<file path="config.mk">
export PLATFORM = sky130hd
export DESIGN_NAME = fifo_fwft_prog
export DESIGN_NICKNAME = d
export VERILOG_FILES = /design/src/rtl/fifo_fwft_prog.sv
export SDC_FILE = /design/constraint.sdc
export NUM_CORES = 2
export LEC_CHECK = 0
export ABC_CLOCK_PERIOD_IN_PS = 24500
export BUFFER_PORTS_ARGS = -buffer_cell sky130_fd_sc_hd__buf_2
export CAP_MARGIN = 20
export CORE_ASPECT_RATIO = 0.7
export CORE_MARGIN = 2
export CORE_UTILIZATION = 65
export DETAILED_ROUTE_END_ITERATION = 10
export GPL_TIMING_DRIVEN = 1
export PLACE_DENSITY = 0.93
export SLEW_MARGIN = 20
export SYNTH_ARGS = -nofsm -noshare
export SYNTH_HDL_FRONTEND = slang
export SYNTH_SLANG_ARGS = --single-unit
</file>
<file path="constraint.sdc">
create_clock -name clk -period 24.5 [get_ports clk]
set_input_delay 0 -clock clk [delete_from_list [all_inputs] [get_ports clk]]
set_output_delay 0 -clock clk [all_outputs]
set_load 0.05 [all_outputs]
</file>
<file path="src/rtl/fifo_fwft_prog.sv">
// -----------------------------------------------------------------------------
// fifo_fwft_prog
//
// First-word-fall-through FIFO with runtime-programmable almost-full /
// almost-empty thresholds, exact occupancy count, synchronous flush and
// sticky overflow/underflow flags.
//
// The head word is held in an output register (dataout) that is loaded from
// the storage array through a registered read port. count covers every word
// accepted and not yet popped, including the one sitting in dataout.
//
// Ports
//   clk           rising-edge clock
//   rst_n         asynchronous active-low reset
//   flush         synchronous clear of contents, pointers and error flags
//   wren/datain   write request / write data (dropped while full)
//   full          no space left
//   almost_full   registered: count >= af_thresh
//   rden          pop request, acknowledges the current dataout
//   dataout       head word, valid whenever empty = 0
//   empty         no valid head word
//   almost_empty  registered: count <= ae_thresh
//   count         words accepted and not yet popped
//   af_thresh     almost-full threshold (quasi-static)
//   ae_thresh     almost-empty threshold (quasi-static)
//   clr_err       clears overflow/underflow
//   overflow      sticky: wren seen while full
//   underflow     sticky: rden seen while empty
// -----------------------------------------------------------------------------
module fifo_fwft_prog #(
   parameter int C_DATA_WIDTH = 128,
   parameter int C_FIFO_DEPTH = 16,
   parameter int C_CNT_WIDTH  = $clog2((C_FIFO_DEPTH < 2) ? 2 : C_FIFO_DEPTH) + 1
) (
   input  logic                    clk,
   input  logic                    rst_n,
   input  logic                    flush,
   input  logic                    wren,
   input  logic [C_DATA_WIDTH-1:0] datain,
   output logic                    full,
   output logic                    almost_full,
   input  logic                    rden,
   output logic [C_DATA_WIDTH-1:0] dataout,
   output logic                    empty,
   output logic                    almost_empty,
   output logic [C_CNT_WIDTH-1:0]  count,
   input  logic [C_CNT_WIDTH-1:0]  af_thresh,
   input  logic [C_CNT_WIDTH-1:0]  ae_thresh,
   input  logic                    clr_err,
   output logic                    overflow,
   output logic                    underflow
);

   localparam int DEPTH = (C_FIFO_DEPTH < 2) ? 2 : C_FIFO_DEPTH;
   localparam int PTR_W = $clog2(DEPTH);

   localparam logic [C_CNT_WIDTH-1:0] DEPTH_C  = C_CNT_WIDTH'(DEPTH);
   localparam logic [PTR_W-1:0]       LAST_PTR = PTR_W'(DEPTH - 1);

   logic [C_DATA_WIDTH-1:0] mem [DEPTH];

   logic [PTR_W-1:0]        wr_ptr;
   logic [PTR_W-1:0]        rd_ptr;
   logic [C_CNT_WIDTH-1:0]  count_q;
   logic [C_CNT_WIDTH-1:0]  count_nxt;
   logic [C_DATA_WIDTH-1:0] dout_q;
   logic                    out_valid;
   logic                    full_q;
   logic                    af_q;
   logic                    ae_q;
   logic                    ovf_q;
   logic                    unf_q;

   logic                    write_allow;
   logic                    read_allow;
   logic                    ovf_set;
   logic                    unf_set;
   logic                    mem_has_word;
   logic                    load_head;

   // Explicit wrap so non-power-of-two depths never index past the array.
   function automatic logic [PTR_W-1:0] ptr_inc(input logic [PTR_W-1:0] p);
      return (p == LAST_PTR) ? '0 : p + 1'b1;
   endfunction

   // Flush overrides any request in its cycle, so nothing is accepted and
   // nothing is flagged.
   assign write_allow = wren & ~full_q & ~flush;
   assign read_allow  = rden & out_valid & ~flush;
   assign ovf_set     = wren & full_q & ~flush;
   assign unf_set     = rden & ~out_valid & ~flush;

   // Words still in the array = count minus the one held in dataout. Only
   // words already stored before this edge can be loaded; a word written on
   // this edge reaches dataout one edge later.
   assign mem_has_word = (count_q != {{(C_CNT_WIDTH-1){1'b0}}, out_valid});

   // Refill the head register whenever it is empty or being popped, which
   // gives bubble-free back-to-back pops when count >= 2.
   assign load_head = ~flush & (~out_valid | read_allow) & mem_has_word;

   always_comb begin
      count_nxt = count_q;
      if (flush) begin
         count_nxt = '0;
      end else begin
         unique case ({write_allow, read_allow})
            2'b10:   count_nxt = count_q + 1'b1;
            2'b01:   count_nxt = count_q - 1'b1;
            default: count_nxt = count_q;
         endcase
      end
   end

   // Storage array: no reset so it can map onto RAM.
   always_ff @(posedge clk) begin
      if (write_allow) begin
         mem[wr_ptr] <= datain;
      end
   end

   always_ff @(posedge clk or negedge rst_n) begin
      if (!rst_n) begin
         wr_ptr    <= '0;
         rd_ptr    <= '0;
         count_q   <= '0;
         dout_q    <= '0;
         out_valid <= 1'b0;
         full_q    <= 1'b0;
         af_q      <= 1'b0;
         ae_q      <= 1'b1;
      end else begin
         count_q <= count_nxt;
         full_q  <= (count_nxt == DEPTH_C);
         af_q    <= (count_nxt >= af_thresh);
         ae_q    <= (count_nxt <= ae_thresh);

         if (flush) begin
            wr_ptr    <= '0;
            rd_ptr    <= '0;
            out_valid <= 1'b0;
         end else begin
            if (write_allow) begin
               wr_ptr <= ptr_inc(wr_ptr);
            end
            // rd_ptr always points at the next word to present, so it
            // advances as the head register is loaded.
            if (load_head) begin
               dout_q    <= mem[rd_ptr];
               rd_ptr    <= ptr_inc(rd_ptr);
               out_valid <= 1'b1;
            end else if (read_allow) begin
               out_valid <= 1'b0;
            end
         end
      end
   end

   // Sticky error flags: a set wins over clr_err in the same cycle.
   always_ff @(posedge clk or negedge rst_n) begin
      if (!rst_n) begin
         ovf_q <= 1'b0;
         unf_q <= 1'b0;
      end else if (flush) begin
         ovf_q <= 1'b0;
         unf_q <= 1'b0;
      end else begin
         if (ovf_set) begin
            ovf_q <= 1'b1;
         end else if (clr_err) begin
            ovf_q <= 1'b0;
         end
         if (unf_set) begin
            unf_q <= 1'b1;
         end else if (clr_err) begin
            unf_q <= 1'b0;
         end
      end
   end

   assign dataout      = dout_q;
   assign empty        = ~out_valid;
   assign full         = full_q;
   assign almost_full  = af_q;
   assign almost_empty = ae_q;
   assign count        = count_q;
   assign overflow     = ovf_q;
   assign underflow    = unf_q;

endmodule

</file>
Word level (Yosys, flattened, before mapping)
Memories as Yosys holds them, arrays and structs flattened. A register that Yosys moved wholly into a read port is not among the register bits. Cells that the tools add are included.

Add/sub/neg operators: 4. $lt $le $gt $ge: 2. Equality and inequality tests: 6. Multiplexer cells: 18. Bitwise gates (word level): 14. Reduce and logical (&&, ||, !) cells: 7.

Operators by type and width (number): $mux 4 (6); $and 1x1->1 (10); $mux 1 (10); $pmux 5 s2 (1); $reduce_bool 3->1 (3); $add 4x1->4 const B (2); $eq 4x4->1 const B (2); $add 5x1->5 const B (1); $eq 5x5->1 const B (1); $ge 5x5->1 (1); $le 5x5->1 (1); $mux 5 (1); $ne 5x1->1 (1); $sub 5x1->5 const B (1); $reduce_bool 2->1 (2); $not 1->1 (3); $eq 2x1->1 const B (1); $eq 2x2->1 const B (1); $reduce_and 2->1 (1); $logic_not 1->1 (1); $or 1x1->1 (1).

Register bits: 19. RAM bits: 2048. Word-level logic and storage cells: 61. Memories: 1.

Memories: mem (words 16, width 128, read ports 1, clocked after Yosys merged registers in 1, write ports 1, line 60) `logic [C_DATA_WIDTH-1:0] mem [DEPTH];`.

Longest topological paths before layout
Depth after elaboration: 7. Depth in mapped cells: 16.

Worst setup path before layout
No wires, ideal clock.

Path type: register -> register. Start point: reg full_q, in the netlist full. End point: mem mem[0][0], enable pin. Library setup time: 0.772 ns. Arrival time: 9.959 ns. Required time: 23.728 ns. Path slack: 13.769 ns. Stages on the path, launching flop included: 6. Cell sequence: dfrtp_1 nand2b_1 clkbuf_1 nor2_1 nand2_1 nor3_1.

Cells in the longest elaborated chain, start to end: 5.

Ends and longest elaborated chain: start, declared (line 68) `logic full_q;`; start signal, assigned (line 134) `full_q <= (count_nxt == DEPTH_C);`; $not 1->1 (line 88) `assign write_allow = wren & ~full_q & ~flush;`; $and 1x1->1 (2 in series) (line 88); $mux 1 (line 117) `if (write_allow) begin`; $mux 1 (not written as such) (line 118) `mem[wr_ptr] <= datain;`; end, declared (line 60).

No other way between the ends.

==> run summary <==
Outcome -> complete, no violations
CP Class -> register to register
Root Driver -> clkbuf_16
Clock network power share -> 32.6%
CTS sink count -> 2195
Hold Vio Cnt, Final -> 0
Antenna violations before repair -> 23
Fillers -> 6215
H-tree level count -> 4
Worst-Skew Late Latency -> 0.84 ns
Cell Area, Synth -> 82820 sq um
Synth unique cells -> 38
Max frequency -> 198.8 MHz
Total core area -> 126300 sq um
Comb pwr share -> 21.8%
Final Max Slew Viols -> 0
Post-synthesis sequential area ratio -> 78.70%
Post-layout util -> 74.41%
CTS tree -> done
Maxcap violations -> 0
R2R setup slack -> 19.47 ns
Max IR drop VDD -> 0.09758 mV
Detail Route Antenna Nets -> 0
DR DRC count -> 0
# rows -> 109
Sw Ratio -> 28.45%
Total gr overflow -> 0
Average via count per standard cell -> 7.301
Tmin final -> 5.029 ns
Register share of total power -> 45.6%
Post-cts gate resize count -> 0
Starting density of the core -> 65.58%
Total Power -> 9.570 mW
Sw Pwr -> 2.723 mW
Final setup viols -> 0
CTS clk-pin slew, worst paths -> 0.07 ns
Via count -> 41070
Largest net degree at the start of global routing -> 168
Post-route cell area -> 93970 sq um
FF+latch count, synth -> 2195
CP Capture Type -> register
Setup_tns -> 0 ns
Synth Net Count -> 3438
Chip Height -> 302.6 um
1st-pass router iterations -> 6
Final net count -> 3954
Iter 0 DRT Violations -> 7453
Post-DP Area -> 86150 sq um
Share of cells above drive strength 1 -> 35.93%
Clock Tree Buf Depth -> 3
Post-CTS Setup Bufs -> 0
Io pins -> 283
RSZ-0062 raised after global routing -> false
Total CTS buffers -> 188
HP Class -> input pin to register
Chip width -> 430.6 um
CP Launch Type -> register
Worst endpoint required time -> 25.22 ns
Max_slew headroom -> 15.64%
Die footprint -> 130300 sq um
Routability-driven placement congestion ratio -> 0.7624
Worst path arrival time -> 5.74 ns
Synthesis-to-layout area growth -> 13.46%
Avg Cell Area, Syn -> 25.27 sq um
Synth Instances -> 3277
Static leakage -> 29.73 nW
Vias in the first global route -> 42520
Gr usage total -> 34.78%
Port buffer count -> 282
First-pass GRT wire length -> 315.2 mm
Worst-Margin Slew -> 1.265 ns
Final period utilization -> 20.53%
Internal power -> 6.847 mW
Register area -> 65190 sq um
Final HPWL DP -> 103.6 mm
YS warnings -> 0
Setup Skew -> 0.02971 ns
Routed WL -> 224.8 mm
Total power per unit cell area -> 101.8 nW/um^2
DR WL/cell -> 39.97 um
Area of the multi-input gates -> 16810 sq um
Crit Path Max Fanout -> 121
==> worst max-delay path, stage by stage (launching register included) <==
cell and delay (ns):
dfrtp_4 0.76, buf_12 0.75, buf_4 0.88, buf_12 0.71
mux4_2 0.66, mux4_2 0.50, mux2_2 0.28
==> worst paths after layout <==
check / from / endpoint / cells past startpoint
max in group asynchronous: rst_n / dataout[29] / 5
worst min register to register: dataout[102] / dataout[102] / 1
worst max-delay path: rd_ptr[0] / dataout[69] / 6
min in group asynchronous: rst_n / almost_empty / 3
worst max register to register: rd_ptr[0] / dataout[69] / 6
worst min-delay path: datain[78] / mem[3][78] / 2
==> flip-flops by register name, summed over array words and instances, names as in the netlist, 4 cells and up <==
| signal | cells |
|---|---|
| rd_ptr | 4 |
| dataout | 128 |
| count | 5 |
| mem | 2048 |
| wr_ptr | 4 |
==> power by group through the flow <==
| stage | Clock (mW) | Combinational, mW | Sequential, mW |
|---|---|---|---|
| floorplan | 0 | 1.18 | 4.76 |
| global placement | 0 | 1.90 | 4.43 |
| detailed placement | 0 | 1.99 | 4.45 |
| CTS | 3.12 | 2.07 | 4.37 |
| global route | 3.24 | 2.16 | 4.37 |
| finish | 3.12 | 2.09 | 4.36 |
==> layout make-up <==
| class | count | share of cell area (%) |
|---|---|---|
| Antenna cell | 8 | 0.02130 |
| Tap cell | 1665 | 2.217 |
| Multi-Input combinational cell | 898 | 17.89 |
| Sequential cell | 2195 | 69.38 |
| Clock buffer | 263 | 5.599 |
| Timing Repair Buffer | 493 | 3.740 |
| Clock inverter | 86 | 1.085 |
| Inverter | 17 | 0.06791 |
==> through the flow <==
| step | setup slack, ns | std cells | hold slack, ns |
|---|---|---|---|
| 5_1_grt | 19.05 | 5624 | 0.09306 |
| 3_5_place_dp | 18.92 | 5123 | 0.1012 |
| 3_3_place_gp | 19.07 | 5123 | 0.1209 |
| 4_1_cts | 18.78 | 5615 | 0.002336 |
| 6_report | 19.47 | 5625 | 0.09171 |
| 2_1_floorplan | 13.77 | 3277 | -0.2956 |
==> cells in the mapped netlist (all sizes together) <==
library cell     n  area, sq um
nand2b           9        56.30
or3              1        6.260
nand3            2        10.01
and3             1        6.260
nor3b            1        7.510
nor3             5        25.02
ha              17        212.7
edfxtp        2048        61500
or4              4        30.03
xor2             4        35.03
o221ai           1        8.760
dfrtp          146         3654
o2111ai          1        8.760
nor2            24        90.09
and3b            1        8.760
nand4            2        12.51
nand2           15        56.30
buf             71        520.5
a311oi           1        8.760
and2             1        6.260
mux2           128         1441
nor4bb           1        10.01
mux2i            1        10.01
xnor2            2        17.52
clkbuf          96        360.4
mux4           640        14410
o31ai            1        7.510
dfstp            1        26.28
nor2b            7        43.79
a21o             3        22.52
o21ai            6        30.03
a21oi           12        60.06
o22ai            1        6.260
a31oi            3        18.77
inv             17        63.81
a22oi            3        22.52
==> layer usage <==
layer / up-vias / wire length [um] / track usage [%]
met1: 21390 / 72630 / 45.18
met3: 695 / 26430 / 7.901
met4: 30 / 10160 / 15.31
met2: 3786 / 115400 / 57.79
li1: 15160 / - / -
met5: - / 211 / 0
==> cell families after synthesis <==
| group | Yosys count | synth area share [%] |
|---|---|---|
| flops | 2195 | 78.70 |
| mux | 769 | 19.16 |
| buf+inv | 184 | 1.141 |
| simple gates | 74 | 0.4457 |
| compound gates | 32 | 0.2342 |
| fa+ha+maj | 17 | 0.2568 |
| xor+xnor | 6 | 0.06345 |
==> cells in the final DEF (no fill, tap or decap), types with 20 or more instances in the layout <==
cell type / synthesis / routed
edfxtp_1: 2048 / 2048
buf_2: 29 / 281
clkbuf_8: 0 / 20
dfrtp_1: 146 / 142
clkbuf_1: 96 / 52
mux2_2: 128 / 128
clkbuf_16: 0 / 192
dlygate4sd3_1: 0 / 142
mux4_2: 640 / 640
buf_4: 0 / 57
clkinv_2: 0 / 26
bufinv_16: 0 / 20
==> repair_timing <==
item / 4_1_cts / 5_1_grt
setup endpoints to repair: 0 / 0
hold buffers: 143 / 0
endpoints found under the hold margin: 2130 / 0
Power figures use the tool's default switching activity.
